File: config.mk
export PLATFORM = sky130hd
export DESIGN_NAME = ram_stream_reader
export DESIGN_NICKNAME = d
export VERILOG_FILES = /design/src/rtl/ram_reader_pkg.sv /design/src/rtl/ram_reader_fifo.sv /design/src/rtl/ram_stream_reader.sv
export SDC_FILE = /design/constraint.sdc
export NUM_CORES = 1
export LEC_CHECK = 0
export CORE_ASPECT_RATIO = 1.4
export CORE_MARGIN = 1
export CORE_UTILIZATION = 56
export DETAILED_ROUTE_END_ITERATION = 6
export PLACE_DENSITY_LB_ADDON = 0.15
export SLEW_MARGIN = 25
export SYNTH_ARGS = -nofsm -noshare
export SYNTH_HDL_FRONTEND = slang
export SYNTH_SLANG_ARGS = --single-unit
File: constraint.sdc
create_clock -name clk -period 10.65 [get_ports clk]
set_input_delay 1.065 -clock clk [delete_from_list [all_inputs] [get_ports clk]]
set_output_delay 1.065 -clock clk [all_outputs]
set_load 0.05 [all_outputs]
File: src/rtl/ram_reader_pkg.sv
// Shared types and constants for the block-RAM stream reader.
package ram_reader_pkg;

  localparam int FIFO_DEPTH         = 3;
  localparam int FIFO_PTR_W         = 2;
  localparam int DEFAULT_DATA_WIDTH = 32;

  typedef enum logic [1:0] {
    IDLE  = 2'd0,
    READ  = 2'd1,
    DRAIN = 2'd2
  } state_e;

  typedef struct packed {
    logic [DEFAULT_DATA_WIDTH-1:0] data;
    logic                          last;
  } fifo_entry_t;

  // Circular pointer advance over a non-power-of-two depth.
  function automatic logic [FIFO_PTR_W-1:0] ptr_next(input logic [FIFO_PTR_W-1:0] ptr);
    if (ptr == FIFO_PTR_W'(FIFO_DEPTH - 1)) begin
      return {FIFO_PTR_W{1'b0}};
    end else begin
      return ptr + FIFO_PTR_W'(1);
    end
  endfunction

endpackage

File: src/rtl/ram_reader_fifo.sv
// Three-entry elastic buffer between RAM read data and the output stream.
module ram_reader_fifo
  import ram_reader_pkg::*;
#(
  parameter type entry_t = fifo_entry_t
) (
  input  logic                  clk,
  input  logic                  rst_n,
  input  logic                  push,
  input  entry_t                push_entry,
  input  logic                  pop,
  output entry_t                head_entry,
  output logic                  empty,
  output logic [FIFO_PTR_W-1:0] occupancy
);

  localparam logic [FIFO_PTR_W-1:0] FULL_CNT = FIFO_PTR_W'(FIFO_DEPTH);

  entry_t                mem_r [FIFO_DEPTH];
  logic [FIFO_PTR_W-1:0] wr_ptr_r;
  logic [FIFO_PTR_W-1:0] rd_ptr_r;
  logic [FIFO_PTR_W-1:0] count_r;
  logic                  pop_ok_s;
  logic                  push_ok_s;

  // A push into a full buffer is still accepted when the head leaves in the same cycle.
  always_comb begin
    pop_ok_s  = pop && (count_r != {FIFO_PTR_W{1'b0}});
    push_ok_s = push && ((count_r != FULL_CNT) || pop_ok_s);
  end

  always_ff @(posedge clk) begin
    if (!rst_n) begin
      wr_ptr_r <= {FIFO_PTR_W{1'b0}};
      rd_ptr_r <= {FIFO_PTR_W{1'b0}};
      count_r  <= {FIFO_PTR_W{1'b0}};
    end else begin
      if (push_ok_s) begin
        wr_ptr_r <= ptr_next(wr_ptr_r);
      end
      if (pop_ok_s) begin
        rd_ptr_r <= ptr_next(rd_ptr_r);
      end
      case ({push_ok_s, pop_ok_s})
        2'b10:   count_r <= count_r + FIFO_PTR_W'(1);
        2'b01:   count_r <= count_r - FIFO_PTR_W'(1);
        default: count_r <= count_r;
      endcase
    end
  end

  always_ff @(posedge clk) begin
    if (push_ok_s) begin
      mem_r[wr_ptr_r] <= push_entry;
    end
  end

  assign head_entry = mem_r[rd_ptr_r];
  assign empty      = (count_r == {FIFO_PTR_W{1'b0}});
  assign occupancy  = count_r;

endmodule

File: src/rtl/ram_stream_reader.sv
// Burst read master for one block-RAM port, emitting a valid/ready stream with last.
// Define RAM_READER_STRIDE_EN to add a per-command address stride (cmd_stride).
module ram_stream_reader
  import ram_reader_pkg::*;
#(
  parameter int DATA_WIDTH = 32,
  parameter int ADDR_WIDTH = 10,
  parameter int LEN_WIDTH  = ADDR_WIDTH + 1
) (
  input  logic                  clk,
  input  logic                  rst_n,
  input  logic                  cmd_valid,
  output logic                  cmd_ready,
  input  logic [ADDR_WIDTH-1:0] cmd_addr,
  input  logic [LEN_WIDTH-1:0]  cmd_len,
`ifdef RAM_READER_STRIDE_EN
  input  logic [ADDR_WIDTH-1:0] cmd_stride,
`endif
  output logic                  ram_en,
  output logic [ADDR_WIDTH-1:0] ram_addr,
  input  logic [DATA_WIDTH-1:0] ram_dout,
  output logic                  m_valid,
  input  logic                  m_ready,
  output logic [DATA_WIDTH-1:0] m_data,
  output logic                  m_last,
  output logic                  done,
  output logic                  busy
);

  typedef struct packed {
    logic [DATA_WIDTH-1:0] data;
    logic                  last;
  } entry_t;

  localparam logic [LEN_WIDTH-1:0] LEN_ZERO = {LEN_WIDTH{1'b0}};
  localparam logic [LEN_WIDTH-1:0] LEN_ONE  = LEN_WIDTH'(1);

  state_e                state_r;
  logic [ADDR_WIDTH-1:0] addr_r;
  logic [LEN_WIDTH-1:0]  remaining_r;
  logic                  inflight_r;
  logic                  inflight_last_r;
  logic [ADDR_WIDTH-1:0] stride_s;
  logic                  accept_s;
  logic                  room_s;
  logic                  issue_s;
  logic                  drain_done_s;
  logic                  fifo_empty_s;
  logic [FIFO_PTR_W-1:0] occupancy_s;
  entry_t                push_entry_s;
  entry_t                head_entry_s;

`ifdef RAM_READER_STRIDE_EN
  logic [ADDR_WIDTH-1:0] stride_r;
  assign stride_s = stride_r;
`else
  assign stride_s = {{(ADDR_WIDTH-1){1'b0}}, 1'b1};
`endif

  // Reads are only issued while the buffer plus the read in flight leave a free slot.
  always_comb begin
    accept_s     = cmd_valid && (state_r == IDLE);
    room_s       = ({1'b0, occupancy_s} + {2'b00, inflight_r}) < 3'(FIFO_DEPTH);
    issue_s      = (state_r == READ) && (remaining_r != LEN_ZERO) && room_s;
    drain_done_s = (state_r == DRAIN) && fifo_empty_s && !inflight_r;
    push_entry_s.data = ram_dout;
    push_entry_s.last = inflight_last_r;
  end

  always_ff @(posedge clk) begin
    if (!rst_n) begin
      state_r         <= IDLE;
      addr_r          <= {ADDR_WIDTH{1'b0}};
      remaining_r     <= LEN_ZERO;
      inflight_r      <= 1'b0;
      inflight_last_r <= 1'b0;
`ifdef RAM_READER_STRIDE_EN
      stride_r        <= {ADDR_WIDTH{1'b0}};
`endif
    end else begin
      inflight_r      <= issue_s;
      inflight_last_r <= issue_s && (remaining_r == LEN_ONE);
      case (state_r)
        IDLE: begin
          if (accept_s) begin
            addr_r      <= cmd_addr;
            remaining_r <= cmd_len;
`ifdef RAM_READER_STRIDE_EN
            stride_r    <= cmd_stride;
`endif
            state_r     <= (cmd_len != LEN_ZERO) ? READ : DRAIN;
          end
        end
        READ: begin
          if (issue_s) begin
            addr_r      <= addr_r + stride_s;
            remaining_r <= remaining_r - LEN_ONE;
            if (remaining_r == LEN_ONE) begin
              state_r <= DRAIN;
            end
          end
        end
        DRAIN: begin
          if (drain_done_s) begin
            state_r <= IDLE;
          end
        end
        default: state_r <= IDLE;
      endcase
    end
  end

  ram_reader_fifo #(
    .entry_t (entry_t)
  ) u_fifo (
    .clk        (clk),
    .rst_n      (rst_n),
    .push       (inflight_r),
    .push_entry (push_entry_s),
    .pop        (m_valid && m_ready),
    .head_entry (head_entry_s),
    .empty      (fifo_empty_s),
    .occupancy  (occupancy_s)
  );

  assign cmd_ready = (state_r == IDLE);
  assign busy      = (state_r != IDLE);
  assign done      = drain_done_s;
  assign ram_en    = issue_s;
  assign ram_addr  = addr_r;
  assign m_valid   = !fifo_empty_s;
  assign m_data    = head_entry_s.data;
  assign m_last    = head_entry_s.last && !fifo_empty_s;

endmodule

==> results of run 1 <==
kinds of logic (layout without fill, tap and decap cells):
group	count (synthesis)	after routing	share of synthesized area [%]
buffers and inverters	40	153	2.84
adder cells (fa/ha/maj)	6	6	1.33
AND/OR/NAND/NOR	152	152	13.4
AO/OA/AOI/OAI	107	107	12.1
multiplexers	33	33	5.86
flip-flops	132	132	64.4
registers in the layout (all words and copies together), names as in the netlist, named ones only:
register          count
inflight_last_r       1
inflight_r            1
ram_addr             10
remaining_r          11
state_r               2
u_fifo.mem_r         99
u_fifo.occupancy      2
u_fifo.rd_ptr_r       2
u_fifo.wr_ptr_r       2
critical path, stage by stage, from the launching register on:
cell,delay (ns)
dfxtp_1,0.37
or4_4,0.60
nor3_1,0.32
and2_1,0.21
nor2_1,0.06
clkdlybuf4s50_1,0.69
stage by stage:
step                      instance area [sq um]  instances  hold WS, ns  utilization (%)
final                                      7380        718        0.457             74.9
after global placement                     6790        686        0.429             69.0
after detailed placement                   6790        686        0.445             69.0
after global routing                       7380        718        0.486             74.9
after floorplan                            5640        470        0.421                -
after CTS                                  7370        718        0.461             74.9
power by group:
part           internal, uW  total [uW]  switching (uW)  leakage (uW)
Clock                   347         567             220      0.000275
Sequential              623         686            63.1       0.00117
Combinational           231         632             401      0.000973
Total                  1200        1880             684       0.00242
layout by cell type, fill, tap and decap left out, drive strengths merged, types with 2 or more instances in the layout:
| cell type | count |
|---|---|
| a211oi | 5 |
| a21boi | 2 |
| a21oi | 22 |
| a31oi | 4 |
| a41oi | 3 |
| and2 | 5 |
| and3 | 5 |
| and4 | 2 |
| buf | 7 |
| bufinv | 2 |
| clkbuf | 18 |
| clkdlybuf4s50 | 104 |
| clkinv | 5 |
| clkinvlp | 3 |
| dfxtp | 33 |
| edfxtp | 99 |
| ha | 6 |
| inv | 14 |
| mux2i | 33 |
| nand2 | 63 |
| nand2b | 2 |
| nand3 | 5 |
| nand4 | 2 |
| nor2 | 17 |
| nor2b | 4 |
| nor3 | 25 |
| nor3b | 7 |
| nor4 | 7 |
| o21ai | 44 |
| o221a | 4 |
| o31a | 2 |
| o32ai | 15 |
| or2 | 3 |
| or3b | 2 |
| or4 | 2 |
final cells by class:
cell class,instances,share of cell area [%]
clock inverters,14,2.07
flip-flops and latches,132,49.3
inverters,10,0.509
clock buffers,18,5.82
well taps,135,2.29
repair buffers,111,14.8
multi-input cells,298,25.1
how the worst max path moves through the flow:
stage / startpoint / endpoint / slack (ns) / cells after the start
2_1_floorplan: m_ready / u_fifo.mem_r[2][0]$_DFFE_PP_ / 6.47 / 2
3_3_place_gp: flop / m_last / 7.22 / 4
3_5_place_dp: flop / m_last / 7.23 / 4
4_1_cts: flop / m_last / 6.75 / 4
5_1_grt: remaining_r[4]$_SDFFE_PN0P_ / ram_en / 6.79 / 5
6_report: remaining_r[4]$_SDFFE_PN0P_ / ram_en / 6.93 / 5
layer usage:
layer  wire (microns)  up-vias  part of all wire, %
met4              316        0                  2.6
met2             6350      178                   52
li1                 -     1979                    -
met1             4760     1973                   39
met3              681       32                  5.6
met5                0        -                    0
==> impl_metrics.csv, run 1 <==
group,metric,value,unit
yosys,synthTopCellsByArea,"edfxtp_1 (53%), dfxtp_1 (12%), mux2i_1 (5.9%)",
finish,num_antenna_cells,0,
global_route,grt_pass1_vias,4133,
timing,setup_slack,6.93,ns
clocking,root_buffer,"clkbuf_16",
job,maxCapViolations,0,
yosys,ys_async_sr_fraction,0,%
route,drc,0,
clocking,cts.htree.levels,4,
placed_design,numPortBuffers,104,
worst_setup_path,reg2reg_depth,7,
yosys,synth_edf_count,99,
global_route,grt-ovfl-total,0,
yosys,synthesis.nets,533,
route,wire_per_inst,16.9,microns
clocking,post_cts.repair.setup_buffers,0,
clocking,postCtsHoldBufs,0,
timing,worstMarginPinSlew,1.08,ns
worst_setup_path,path_class,"reg -> out",
min_path,min_path_type,"reg -> reg",
floorplan,coreArea,9850,sq um
floorplan,initial_core_util,57.3,%
route,vias,4162,
worst_setup_path,startpoint_type,"flop",
finish,syn2layout_area_growth,30.8,%
route,finalWirelength,12100,microns
clocking,cts_tree,"yes",
yosys,ys_top_cells_by_count,"edfxtp_1 (99), nand2_1 (63), o21ai_0 (44)",
timing,fin_setup_tns,0,ns
global_route,grt-busiest-layer,"met2",
route,ant_nets,0,
power,pwr_density_cell,255,nW/um^2
worst_setup_path,arrival,2.65,ns
timing,layout_min_cycle_time,3.72,ns
route,dr.pass1.iters,5,
worst_setup_path,critPathRequiredTime,9.59,ns
clocking,cts_buffers,17,
placed_design,dpl_worst_slack,7.23,ns
timing,max_freq,269,MHz
min_path,holdCritStartpoint,"inflight_last_r$_SDFF_PN0_",
global_route,track_usage,24.3,%
global_route,antenna_found_initial,0,
clocking,clock-sinks,132,
finish,nets,633,
placed_design,dp_hpwl,7560,microns
yosys,synth_cells,470,
min_path,hold_depth,0,
yosys,synth_seq_cells,132,
yosys,synthDistinctLibCells,42,
finish,nFillCells,646,
global_route,gr-usage-met1,26.6,%
yosys,yosysWarnings,0,
power,p_total,1880,uW
route,viasPerCell,5.80,
floorplan,die_area,10500,sq um
power,ir_worst_vdd,0.212,mV
status,status,"finished clean",
clocking,clk_path_buf_depth,2,
timing,hold_viol_final,0,
global_route,grt_pass1_wl,19200,microns
worst_setup_path,ff2ff_setup_slack,8.17,ns
timing,maxSlewHeadroom,27.6,%
clocking,cts_resized,0,
clocking,insertion_delay,0.40,ns
floorplan,io_pins,105,
clocking,cts.reportedPaths.clkPinSlew,0.06,ns
timing,skew,0.0104,ns
yosys,synth-main-ff-cell,"edfxtp_1",
floorplan,dieWidth,86.8,microns
timing,setup_violations,0,
floorplan,rows,43,
worst_setup_path,r2r_end,"ram_addr[4]$_SDFFE_PN0P_",
global_route,use_met3,5.94,%
yosys,syn_area,5640,sq um
min_path,min_to,"u_fifo.mem_r[2][0]$_DFFE_PP_",
route,drt_iter0_markers,284,
finish,regArea,3640,sq um
timing,min_period_over_period,34.9,%
worst_setup_path,cp_max_fo,7,
yosys,ys_seq_area_share,64.4,%
worst_setup_path,endpoint_kind,"output port",
worst_setup_path,worstReg2RegStart,"u_fifo.occupancy[0]$_SDFFE_PN0P_",
floorplan,die_h,121,microns
global_route,grt_use_met2,42.9,%
placed_design,place_congestion,0.790,
yosys,syn_area_per_cell,12.0,sq um
timing,slew_violations,0,
power,p_leak,0.00242,uW
yosys,synth_top_area_share,52.7,%
finish,multi_input_area,1860,sq um
global_route,grt_max_degree,67,
finish,drive_above_1_share,9.09,%
timing,rsz0062_at_grt,"no",
yosys,yosysMostFrequentCell,"edfxtp_1",
yosys,yosysTopAreaCell,"edfxtp_1",
Power figures use the tool's default switching activity.
==> run 2, diff against run 1 <==
Settings changed: CORE_UTILIZATION 56 to 47.
Clock period 10.65 ns to 3.1 ns, I/O delays scaled along.
==> run 2 against run 1 <==
Against the previous run:
- setup slack worse by 6.7 ns
- non-clock buffer count rose by 5
- sequential power rose to 3.4 times the previous value
- clock-buffer cell count is 1 lower
- die area is 19% higher
- power grew to 3.4 times the previous value
- final area grew 1.3%
- critical path depth up 1
- routed wire length up 0.56%
- largest cell class unchanged
- highest routed layer unchanged
- global-route usage fell by 3.9 points
- sequential share of layout area decreased by 0.68 points
==> impl_metrics.csv, run 2 (synthesis results as in run 1) <==
group,metric,value,unit
status,status,"finished clean",
worst_setup_path,critPathBufInv,1,
timing,whs,0.464,ns
finish,largest_reg_flops,99,
floorplan,die_h,132,microns
finish,syn2layout_area_growth,32.5,%
worst_setup_path,cpMostUsedCell,"ha_1",
finish,num_antenna_cells,0,
global_route,antenna_found_initial,0,
placed_design,numPortBuffers,104,
route,ant_nets,0,
power,switchingPower,2380,uW
timing,fin_setup_tns,0,ns
timing,maxSlewHeadroom,41.3,%
clocking,cts.reportedPaths.clkPinSlew,0.06,ns
route,vias,4129,
timing,setup_violations,0,
power,clockPowerShare,28.9,%
route,finalWirelength,12200,microns
clocking,root_buffer,"clkbuf_16",
worst_setup_path,endpoint_kind,"output port",
power,swShare,36.9,%
clocking,clk_path_buf_depth,2,
timing,rsz0062_at_grt,"no",
floorplan,die_area,12400,sq um
route,dr.pass1.iters,5,
timing,skew,0.00594,ns
clocking,post_cts.repair.setup_buffers,0,
finish,drive_above_1_share,10.0,%
clocking,cts_tree,"yes",
power,seqPwrFrac,36.6,%
placed_design,post-place-cells,703,
global_route,grt_pass1_vias,3995,
worst_setup_path,cp_max_fo,10,
finish,top_register,"u_fifo.mem_r",
route,viasPerCell,5.62,
clocking,cts_buffers,17,
worst_setup_path,arrival,2.60,ns
power,ir_worst_vdd,0.657,mV
global_route,track_usage,20.4,%
floorplan,io_pins,105,
floorplan,dieWidth,94.6,microns
clocking,cts_resized,0,
worst_setup_path,slowest_delay,0.82,ns
global_route,grt_pass1_wl,19200,microns
worst_setup_path,path_class,"reg -> out",
timing,worstMarginPinSlew,0.881,ns
clocking,postCtsHoldBufs,0,
min_path,min_path_type,"reg -> reg",
power,p_comb_share,34.5,%
worst_setup_path,startpoint_type,"flop",
worst_setup_path,crit_slowest_cell,"clkdlybuf4s50_1",
finish,final_cell_mix,"clkdlybuf4s50_1 (104), edfxtp_1 (99), nand2_1 (63)",
finish,layout_commonest_cell,"clkdlybuf4s50_1",
power,internal_power,4060,uW
clocking,insertion_delay,0.41,ns
clocking,cts.htree.levels,4,
timing,slew_violations,0,
floorplan,initial_core_util,47.9,%
job,maxCapViolations,0,
floorplan,rows,47,
placed_design,place_congestion,0.847,
timing,min_period_over_period,93.9,%
floorplan,coreArea,11800,sq um
finish,nets,638,
timing,layout_min_cycle_time,2.91,ns
global_route,grt_max_degree,33,
finish,instances_no_fill,735,
timing,max_freq,343,MHz
power,pwr_density_cell,862,nW/um^2
route,wire_per_inst,16.6,microns
worst_setup_path,path_delay_family,"buffers and inverters",
worst_setup_path,crit_chain,"ha_1 > ha_1 > a21oi_1 > nand2_1 > nor2_1 > clkdlybuf4s50_1",
route,drc,0,
clocking,clock-sinks,132,
placed_design,dp_hpwl,8020,microns
worst_setup_path,critPathRequiredTime,2.79,ns
global_route,grt-ovfl-total,0,
timing,hold_viol_final,0,
finish,nFillCells,905,
route,drt_iter0_markers,189,
power,p_leak,0.00244,uW
-- run 2: cell count changes in the layout (fill, tap and decap cells not counted), moves of 2 or more --
cell,change
buf_12,+4
clkinvlp_4,+2
dfxtp_2,+2
dfxtp_4,-2
-- run 2: layout make-up --
class,instances,area [sq um],area share [%]
Clock inverter,15,133,1.78
Clock buffer,17,425,5.69
Timing Repair Buffer,116,1180,15.8
Tap cell,147,184,2.46
Multi-Input combinational cell,298,1870,25.1
Inverter,10,37.5,0.502
Sequential cell,132,3640,48.7
-- run 2: per-layer routing --
layer | vias up | track usage, % | share of wire, % | wire (microns)
met5 | - | 0 | 0 | 0
met4 | 0 | 10.4 | 2.7 | 325
met3 | 29 | 4.69 | 5.5 | 673
met2 | 153 | 34.7 | 51 | 6270
met1 | 1960 | 23.5 | 40 | 4910
li1 | 1987 | - | - | -
-- run 2: metrics by stage --
step                total power, uW  utilization [%]  worst slack (ns)  area (sq um)
floorplan                      3880                -             0.556          5650
global route                   6720             63.5            0.0629          7470
finish                         6440             63.5             0.188          7470
detailed placement             4580             58.7             0.502          6910
CTS                            6440             63.5             0.181          7460
global placement               4530             58.7             0.548          6910
-- run 2: power groups by stage --
stage	registers (uW)	clock network, uW	logic [uW]
detailed placement	2380	0	2200
global route	2380	1970	2370
CTS	2340	1880	2210
floorplan	2500	0	1380
global placement	2370	0	2170
finish	2350	1860	2220
-- run 2: worst register-to-register path, cell delays in order (launching register included) --
cell,delay (ns)
dfxtp_1,0.39
ha_1,0.22
ha_1,0.26
a21oi_1,0.08
a21oi_1,0.71
or2_2,0.54
o221a_2,0.27
-- run 2: final timing paths --
path	startpoint	endpoint	slack, ns	cells after the start
worst min register to register	inflight_last_r$_SDFF_PN0_	u_fifo.mem_r[0][0]$_DFFE_PP_	0.46	0
worst min-delay path	inflight_last_r$_SDFF_PN0_	u_fifo.mem_r[0][0]$_DFFE_PP_	0.46	0
worst max register to register	u_fifo.occupancy[0]$_SDFFE_PN0P_	remaining_r[0]$_SDFFE_PN0P_	0.58	6
worst max-delay path	u_fifo.occupancy[0]$_SDFFE_PN0P_	ram_en	0.19	6
==> run 3, diff against run 2 <==
Settings changed: CELL_PAD_IN_SITES_DETAIL_PLACEMENT set to 0, CELL_PAD_IN_SITES_GLOBAL_PLACEMENT set to 1, CORE_UTILIZATION 47 to 37.
==> run 3 against run 2 <==
Against the previous run:
- global-route usage shrank 4.2 points
- first-iteration DRC count shrank 8.5%
- core utilization down 13 points
- power up 0.51%
- highest routed layer unchanged
- critical path type unchanged
- final area grew 0.60%
- clock-buffer cell count grew 1
- sequential power is essentially flat
- die area up 27%
- clock power is 3% higher
- clock skew rose by 0.014 ns
- sequential share of layout area fell by 0.29 points
==> impl_metrics.csv, run 3 (synthesis results as in run 1) <==
group,metric,value,unit
status,status,"finished clean",
placed_design,place_congestion,0.752,
finish,nets,639,
min_path,holdCritStartpoint,"inflight_last_r$_SDFF_PN0_",
min_path,hold_depth,0,
route,viasPerCell,5.17,
clocking,cts.htree.levels,4,
clocking,cts.reportedPaths.clkPinSlew,0.06,ns
timing,worstMarginPinSlew,0.918,ns
route,ant_nets,0,
global_route,grt_max_degree,38,
floorplan,rows,53,
finish,final_cell_mix,"clkdlybuf4s50_1 (103), edfxtp_1 (99), nand2_1 (63)",
worst_setup_path,path_class,"reg -> out",
timing,maxSlewHeadroom,38.3,%
floorplan,coreArea,14900,sq um
timing,rsz0062_at_grt,"no",
floorplan,initial_core_util,37.8,%
finish,drive_above_1_share,10.4,%
global_route,antenna_found_initial,0,
clocking,cts_tree,"yes",
route,finalWirelength,12200,microns
placed_design,post-place-cells,749,
route,vias,4041,
finish,multi_input_area,1870,sq um
worst_setup_path,cp_max_fo,37,
global_route,grt_pass1_wl,19800,microns
worst_setup_path,startpoint_type,"flop",
power,p_leak,0.00245,uW
clocking,postCtsHoldBufs,0,
worst_setup_path,worstReg2RegStart,"u_fifo.occupancy[0]$_SDFFE_PN0P_",
finish,nFillCells,1339,
clocking,clk_path_buf_depth,2,
timing,whs,0.438,ns
clocking,clock-sinks,132,
route,wire_per_inst,15.6,microns
power,ir_worst_vdd,0.513,mV
clocking,cts_buffers,17,
worst_setup_path,ff2ff_setup_slack,0.70,ns
global_route,grt_pass1_vias,4054,
placed_design,numPortBuffers,104,
finish,layout_commonest_cell,"clkdlybuf4s50_1",
finish,largest_reg_flops,99,
floorplan,dieWidth,106,microns
finish,instances_no_fill,781,
placed_design,dp_hpwl,8040,microns
worst_setup_path,endpoint_kind,"output port",
finish,top_register,"u_fifo.mem_r",
timing,setup_violations,0,
timing,skew,0.0196,ns
clocking,insertion_delay,0.42,ns
clocking,post_cts.repair.setup_buffers,0,
clocking,root_buffer,"clkbuf_16",
finish,regArea,3640,sq um
finish,post-route-util,50.4,%
global_route,track_usage,16.2,%
route,drt_iter0_markers,173,
finish,syn2layout_area_growth,33.3,%
worst_setup_path,critPathRequiredTime,2.79,ns
timing,slew_violations,0,
clocking,cts_resized,0,
min_path,min_to,"u_fifo.mem_r[2][0]$_DFFE_PP_",
floorplan,die_area,15700,sq um
worst_setup_path,arrival,2.51,ns
timing,hold_viol_final,0,
floorplan,io_pins,105,
job,maxCapViolations,0,
worst_setup_path,r2r_end,"remaining_r[1]$_SDFFE_PN0P_",
timing,min_period_over_period,91.0,%
power,pwr_density_cell,861,nW/um^2
timing,layout_min_cycle_time,2.82,ns
floorplan,die_h,148,microns
timing,fin_setup_tns,0,ns
route,drc,0,
timing,max_freq,354,MHz
global_route,grt-ovfl-total,0,
worst_setup_path,reg2reg_depth,7,
min_path,min_path_type,"reg -> reg",
route,dr.pass1.iters,5,
finish,num_antenna_cells,0,
run 3: layer usage:
layer  vias up  GRT usage [%]  wire [microns]
li1       1995              -               -
met1      1930           18.4            5050
met2       110           29.0            6450
met3         6           3.90             561
met4         0           6.67             129
met5         -              0               0
run 3: metrics by stage:
| step | instance area (sq um) | worst slack (ns) | total power (uW) |
|---|---|---|---|
| floorplan | 5650 | 0.556 | 3880 |
| CTS | 7520 | 0.219 | 6530 |
| global route | 7520 | 0.0279 | 6790 |
| global placement | 6940 | 0.659 | 4610 |
| finish | 7520 | 0.278 | 6470 |
| detailed placement | 6940 | 0.658 | 4600 |
run 3: critical path: stages, from the launching register on:
cell and delay (ns):
dfxtp_2 0.70, buf_4 0.38, nand2_1 0.08, o21ai_0 0.10, clkdlybuf4s50_1 0.85
run 3: area by class of cell:
type                       instances  area share (%)
sequential                       132            48.4
multi-input combinational        298            24.9
timing repair buffer             117            15.4
clock buffer                      18            5.71
tap                              192            3.20
clock inverter                    14            1.91
inverter                          10           0.499
run 3: how the worst max path moves through the flow:
| stage | startpoint | slack (ns) | end | cells after the start |
|---|---|---|---|---|
| global route | flop | 0.03 | m_data[28] | 4 |
| global placement | flop | 0.66 | m_data[21] | 4 |
| finish | flop | 0.28 | m_data[21] | 4 |
| floorplan | flop | 0.56 | m_data[10] | 4 |
| detailed placement | cmd_valid | 0.66 | remaining_r[1]$_SDFFE_PN0P_ | 6 |
| CTS | flop | 0.22 | m_data[21] | 4 |
run 3: where the power goes:
group          total, uW  internal [uW]  switching [uW]
clock               1910           1130             782
sequential          2340           2140             206
combinational       2220            825            1390
total               6470           4090            2380
